$ cat src/rtl/branch_unit.sv
`default_nettype none
// ============================================================================
// Module   : branch_unit
// Brief    : RV32I conditional-branch resolver; registers the next PC and a
//            taken flag. Optional misaligned-target trap: BRANCH_MISALIGN_TRAP_EN.
// Revision : 1.0 - initial release
// ============================================================================
module branch_unit #(
  parameter int XLEN    = 32,
  parameter int PC_STEP = 4
) (
  input  logic            clk,
  input  logic            reset,
  input  logic [XLEN-1:0] register_source_1,
  input  logic [XLEN-1:0] register_source_2,
  input  logic [XLEN-1:0] program_counter,
  input  logic [XLEN-1:0] offset,
  input  logic [2:0]      opcode,
  input  logic            enable_n,
`ifdef BRANCH_MISALIGN_TRAP_EN
  output logic            misaligned,
`endif
  output logic [XLEN-1:0] new_program_counter,
  output logic            branch_taken
);

  localparam logic [XLEN-1:0] c_pc_step = XLEN'(PC_STEP);

  localparam logic [2:0] c_beq  = 3'b000;
  localparam logic [2:0] c_bne  = 3'b001;
  localparam logic [2:0] c_blt  = 3'b100;
  localparam logic [2:0] c_bge  = 3'b101;
  localparam logic [2:0] c_bltu = 3'b110;
  localparam logic [2:0] c_bgeu = 3'b111;

  logic            w_cond;
  logic            w_taken;
  logic [XLEN-1:0] w_target;
  logic [XLEN-1:0] w_fall_through;
  logic [XLEN-1:0] r_npc;
  logic            r_taken;

  always_comb begin
    w_cond = 1'b0;
    case (opcode)
      c_beq:   w_cond = (register_source_1 == register_source_2);
      c_bne:   w_cond = (register_source_1 != register_source_2);
      c_blt:   w_cond = ($signed(register_source_1) <  $signed(register_source_2));
      c_bge:   w_cond = ($signed(register_source_1) >= $signed(register_source_2));
      c_bltu:  w_cond = (register_source_1 <  register_source_2);
      c_bgeu:  w_cond = (register_source_1 >= register_source_2);
      default: w_cond = 1'b0;
    endcase
  end

  // Both sums wrap modulo 2^XLEN; the carry is intentionally dropped.
  assign w_target       = program_counter + offset;
  assign w_fall_through = program_counter + c_pc_step;

`ifdef BRANCH_MISALIGN_TRAP_EN
  logic w_misalign;
  logic r_misaligned;

  // A taken branch to a non-word-aligned target is suppressed and flagged.
  assign w_misalign = w_cond & (w_target[1:0] != 2'b00);
  assign w_taken    = w_cond & ~w_misalign;

  always_ff @(posedge clk or posedge reset) begin
    if (reset) begin
      r_misaligned <= 1'b0;
    end else if (!enable_n) begin
      r_misaligned <= w_misalign;
    end
  end

  assign misaligned = r_misaligned;
`else
  assign w_taken = w_cond;
`endif

  always_ff @(posedge clk or posedge reset) begin
    if (reset) begin
      r_npc   <= '0;
      r_taken <= 1'b0;
    end else if (!enable_n) begin
      r_npc   <= w_taken ? w_target : w_fall_through;
      r_taken <= w_taken;
    end
  end

  assign new_program_counter = r_npc;
  assign branch_taken        = r_taken;

endmodule
`default_nettype wire

$ cat config.mk
export PLATFORM = sky130hd
export DESIGN_NAME = branch_unit
export DESIGN_NICKNAME = d
export VERILOG_FILES = /design/src/rtl/branch_unit.sv
export SDC_FILE = /design/constraint.sdc
export NUM_CORES = 1
export LEC_CHECK = 0
export CAP_MARGIN = 20
export CORE_MARGIN = 1
export CORE_UTILIZATION = 38
export CTS_BUF_LIST = sky130_fd_sc_hd__clkbuf_4 sky130_fd_sc_hd__clkbuf_8
export CTS_CLUSTER_DIAMETER = 30
export DETAILED_ROUTE_END_ITERATION = 7
export PLACE_DENSITY = 0.77
export SYNTH_ARGS = -nofsm -noshare
export SYNTH_HDL_FRONTEND = slang
export SYNTH_SLANG_ARGS = --single-unit
$ cat constraint.sdc
create_clock -name clk -period 0.8 [get_ports clk]
set_input_delay 0.16 -clock clk [delete_from_list [all_inputs] [get_ports clk]]
set_output_delay 0.16 -clock clk [all_outputs]
set_load 0.01 [all_outputs]
[After elaboration in Yosys (flattened, before gate mapping)]
Cells that the tools add are included.
Word-level totals
  bits of input ports: 134
  output and inout port bits: 33
  bits in registers: 33
  logic and storage cells: 18
Operators by class
  mux-type cells: 2
  reduce and logical (&&, ||, !) cells: 1
  $add $sub $neg: 2
  equal/unequal tests: 7
  magnitude comparators: 4
Operator list (number)
  $ge 32x32->1: 2
  $lt 32x32->1: 2
  $add 32x3->32 const B: 1
  $add 32x32->32: 1
  $eq 32x32->1: 1
  $mux 32: 1
  $ne 32x32->1: 1
  $eq 3x3->1 const B: 4
  $pmux 1 s6: 1
  $eq 3x1->1 const B: 1
  $logic_not 3->1: 1

[Depth between registers and ports, before layout]
  depth after elaboration: 3
  mapped depth: 14
  depth with buffers taken out: 13

[Worst setup path after synthesis]
OpenSTA, ideal clock, no wires.
  kind: input port to flip-flop
  from: input register_source_2[14]
  to: register r_npc[28], in the netlist new_program_counter[28]
  data required time: 0.669 ns
  stages on the path: 12
  data arrival time: 2.672 ns
  slack: -2.003 ns
  setup time: 0.131 ns
  buffers on the path: 1
  cell sequence: inv_1 > ha_1 > a21oi_1 > nand2_1 > a21o_1 > o41a_1 > a2111oi_4 > mux2i_1 > a221o_1 > buf_2 > o41ai_1 > o21ai_1
Between the ends
  word-level cells in the longest chain between the ends: 3
  elaborated cells on any way between the ends: 8
  those cells by class: order compare: 4; eq/ne: 2; mux: 2
Ends and longest elaborated chain
  start, declared: line 15  | input logic [XLEN-1:0] register_source_2,
  $ge 32x32->1 (tied with other cells): line 51  | c_bgeu: w_cond = (register_source_1 >= register_source_2);
  $pmux 1 s6 (*): line 45  | case (opcode)
  $mux 32 (*): line 86  | r_npc <= w_taken ? w_target : w_fall_through;
  end signal, assigned: line 86
  end, declared: line 40  | logic [XLEN-1:0] r_npc;
Every way passes the cells marked *; elsewhere a longest branch is shown, timed or not.
A chain may end at the register's enable or synchronous reset.

[Worst setup path in the final report]
  from: input register_source_2[13]
  to: register r_npc[22], in the netlist new_program_counter[22]
Same word-level chain as after synthesis.

==> impl_metrics.sql <==
INSERT INTO impl_metrics (metric_group, metric, value, unit) VALUES
('clocking', 'clock-root-buffer', 'sky130_fd_sc_hd__clkbuf_8', ''),
('floorplanning', 'top_level_pins', '167', ''),
('routing', 'violation_count_after_the_first_detailed_routing_iteration', '289', ''),
('global_route', 'wire_length_of_the_first_global_routing_pass', '28.72', 'mm'),
('cells_and_area', 'filler_cell_count', '647', ''),
('timing', 'relSlewSlack', '70.40', '%'),
('routing', 'route.antenna.remaining_nets', '0', ''),
('power', 'power_frac_comb', '61.5', '%'),
('timing', 'rsz0062_at_grt', 'true', ''),
('placement', 'placement.io_buffers', '166', ''),
('synthesis', 'async_flop_share', '100.0', '%'),
('clocking', 'path_clk_slew', '0.07', 'ns'),
('global_route', 'grt_start_max_net_pins', '18', ''),
('clocking', 'clock_path_buffers', '2', ''),
('global_route', 'overflow', '0', ''),
('critical_path', 'setup.reg_to_reg.worst_slack', '-0.13', 'ns'),
('synthesis', 'synth_warnings', '0', ''),
('synthesis', 'yosys_register_bits', '33', ''),
('routing', 'finalWirelength', '19.94', 'mm'),
('power', 'power_density', '1189', 'nW/um^2'),
('routing', 'avgRoutedWirePerCell', '19.18', 'um'),
('synthesis', 'synth_top_area_cell', 'sky130_fd_sc_hd__dfrtp_1', ''),
('power', 'p_sw_share', '37.69', '%'),
('global_route', 'grt_antenna_before_repair', '1', ''),
('placement', 'gp_congestion', '0.9173', ''),
('clocking', 'cts_tree', 'built', ''),
('critical_path', 'worstPathRequired', '0.97', 'ns'),
('routing', 'drcViolationCount', '0', ''),
('run_status', 'violations', 'negative setup slack', ''),
('floorplanning', 'starting_density_of_the_core', '39.54', '%'),
('synthesis', 'synth_cell_type_count', '53', ''),
('timing', 'report.final.slew_viol_count', '0', ''),
('timing', 'fin_ws', '-2.084', 'ns'),
('critical_path', 'timing.critical_path.to_type', 'register', ''),
('routing', 'detailedRoute.firstPassIterationCount', '5', ''),
('critical_path', 'path_max_fanout', '6', ''),
('run', 'drv.max_cap_violation_count', '0', ''),
('placement', 'detailedPlacementHpwl', '12.80', 'mm'),
('clocking', 'num_cts_buffers', '5', ''),
('power', 'power.static_leakage', '0.004003', 'uW'),
('power', 'ir_worst_vdd', '982.8', 'uV'),
('floorplanning', 'placeableCoreArea', '10980', 'sq um'),
('synthesis', 'number_of_enable_flip_flop_cells_after_synthesis', '0', ''),
('floorplanning', 'chipHeight', '108.9', 'um'),
('global_route', 'first_global_vias', '6142', ''),
('cells_and_area', 'nets', '1097', ''),
('synthesis', 'share_of_the_synthesized_area_in_the_top_cell_type', '19.01', '%'),
('clocking', 'tritoncts_num_sinks', '33', ''),
('routing', 'routed_vias_inst', '5.707', ''),
('synthesis', 'synth_area_per_cell', '7.797', 'sq um'),
('timing', 'finClkSkew', '0', 'ns'),
('clocking', 'post_cts_hold_buffer_count', '0', ''),
('synthesis', 'syn_inst', '557', ''),
('power', 'power.sequential.fraction', '21.7', '%'),
('timing', 'worstMarginPinSlew', '0.4430', 'ns'),
('floorplanning', 'design.die.area', '11860', 'sq um'),
('critical_path', 'critical_path_class', 'input port to register', ''),
('timing', 'min_period_over_period', '360.5', '%'),
('critical_path', 'setup.worst_path.start_class', 'input port', ''),
('floorplanning', 'row_count', '38', ''),
('timing', 'setup_violations', '66', ''),
('power', 'p_int', '6404', 'uW'),
('floorplanning', 'die-width', '108.9', 'um'),
('cells_and_area', 'utilization', '78.67', '%'),
('clocking', 'cts.htree.levels', '2', ''),
('placement', 'place_inst', '1000', ''),
('run_status', 'outcome', 'finished with violations', ''),
('cells_and_area', 'drive_gt1_share', '49.28', '%'),
('power', 'clkPwrFrac', '16.7', '%'),
('timing', 'fmaxAchievable', '0.3468', 'GHz'),
('synthesis', 'syn-num-nets', '756', '');
==> sequential cells by signal, summed over array words and instances (netlist names) <==
signal	flops
new_program_counter	32
branch_taken	1
==> metal layers <==
metal,global-route usage (%),vias to the layer above,wire [um]
met1,32.47,2815,7312
li1,-,2683,-
met2,57.73,332,10100
met3,7.233,105,1564
met5,0,-,0
met4,14.96,0,962
==> worst paths after layout <==
| path | startpoint | to | cells past startpoint |
|---|---|---|---|
| max reg2reg | new_program_counter[15] | new_program_counter[15] | 2 |
| max | register_source_2[13] | new_program_counter[22] | 14 |
| max in group asynchronous | reset | new_program_counter[9] | 3 |
| min reg2reg | new_program_counter[25] | new_program_counter[25] | 2 |
| min | reset | branch_taken | 3 |
| min in group clk | program_counter[0] | new_program_counter[0] | 3 |
==> placed cells by master (no fill, tap or decap), types with 5 or more instances in the layout <==
cell type	instances
sky130_fd_sc_hd__buf_4	162
sky130_fd_sc_hd__nand2_1	54
sky130_fd_sc_hd__buf_2	45
sky130_fd_sc_hd__clkdlybuf4s50_1	43
sky130_fd_sc_hd__ha_4	42
sky130_fd_sc_hd__dlygate4sd2_1	37
sky130_fd_sc_hd__dfrtp_1	33
sky130_fd_sc_hd__a21oi_1	30
sky130_fd_sc_hd__inv_2	28
sky130_fd_sc_hd__xor2_1	26
sky130_fd_sc_hd__xnor2_1	23
sky130_fd_sc_hd__buf_6	22
sky130_fd_sc_hd__nor2_1	21
sky130_fd_sc_hd__a21oi_2	21
sky130_fd_sc_hd__ha_1	20
sky130_fd_sc_hd__a21o_1	18
sky130_fd_sc_hd__nand4_1	18
sky130_fd_sc_hd__o21ai_1	15
sky130_fd_sc_hd__o21ai_2	14
sky130_fd_sc_hd__nand3_1	13
sky130_fd_sc_hd__dlymetal6s2s_1	12
sky130_fd_sc_hd__o21ai_0	11
sky130_fd_sc_hd__inv_1	11
sky130_fd_sc_hd__clkdlybuf4s15_1	11
sky130_fd_sc_hd__and3_1	10
sky130_fd_sc_hd__nor2_4	8
sky130_fd_sc_hd__mux2_4	8
sky130_fd_sc_hd__buf_12	8
sky130_fd_sc_hd__nand2_2	6
sky130_fd_sc_hd__nand2b_1	6
sky130_fd_sc_hd__clkbuf_8	6
sky130_fd_sc_hd__a211oi_2	5
sky130_fd_sc_hd__a31oi_1	5
sky130_fd_sc_hd__o21a_1	5
sky130_fd_sc_hd__clkbuf_2	5
sky130_fd_sc_hd__buf_8	5
==> critical path, cell delays in order <==
cell and delay [ns]:
sky130_fd_sc_hd__buf_2 0.11, sky130_fd_sc_hd__inv_2 0.07, sky130_fd_sc_hd__ha_4 0.20, sky130_fd_sc_hd__nand3_1 0.11, sky130_fd_sc_hd__nand2_1 0.10, sky130_fd_sc_hd__a21o_1 0.18
sky130_fd_sc_hd__o41a_1 0.45, sky130_fd_sc_hd__a2111oi_4 0.37, sky130_fd_sc_hd__mux2i_1 0.31, sky130_fd_sc_hd__a221o_2 0.36, sky130_fd_sc_hd__buf_6 0.17, sky130_fd_sc_hd__buf_12 0.13
sky130_fd_sc_hd__a21oi_2 0.05, sky130_fd_sc_hd__mux2_4 0.26
==> final cells by class <==
class                      instances  area [sq um]  area share [%]
clock inverter                     1         30.03          0.3475
clock buffer                       7         90.09           1.043
antenna                            1         2.502         0.02896
multi-input combinational        466          4387           50.77
timing repair buffer             350          2964           34.30
inverter                          42         166.4           1.926
tap                              140         175.2           2.027
sequential                        33         825.8           9.557
==> stage by stage <==
step                      hold slack, ns  setup TNS (ns)  total power [uW]  setup slack, ns  cell area [sq um]
after floorplan                  0.09460          -57.80              4417           -1.790               4434
after global routing              0.2808          -74.36             10760           -2.115               8641
after global placement            0.4646          -88.32              7067           -2.536               7402
final                             0.2701          -72.30             10280           -2.084               8641
after CTS                         0.2708          -68.80              9671           -1.974               8328
after detailed placement          0.4713          -91.48              7214           -2.604               7402
==> power groups by stage <==
stage          combinational (uW)  clock, uW  sequential [uW]
2_1_floorplan                2100          0             2310
3_3_place_gp                 4830          0             2230
3_5_place_dp                 4980          0             2230
4_1_cts                      5760       1700             2210
5_1_grt                      6730       1770             2260
6_report                     6330       1720             2240
==> cells by family (layout without fill, tap and decap cells) <==
| logic type | after synthesis | after routing | synth area share, % |
|---|---|---|---|
| AOI/OAI and AO/OA | 160 | 160 | 23.08 |
| xor gates and xnor gates | 51 | 51 | 10.29 |
| adders and majority gates | 65 | 65 | 18.90 |
| buffers and inverters | 58 | 400 | 5.474 |
| DFF | 33 | 33 | 19.01 |
| muxes | 15 | 15 | 3.745 |
| other | 0 | 1 | 0 |
| and+or+nand+nor | 175 | 175 | 19.50 |
==> what timing repair did <==
item	in CTS	in global routing
gates cloned	5	0
pin swaps	66	53
hold endpoints to repair	0	0
setup endpoints to repair	66	66
resized for setup	461	99
setup buffers	20	12
No activity file was read; power rests on OpenSTA's default activity.
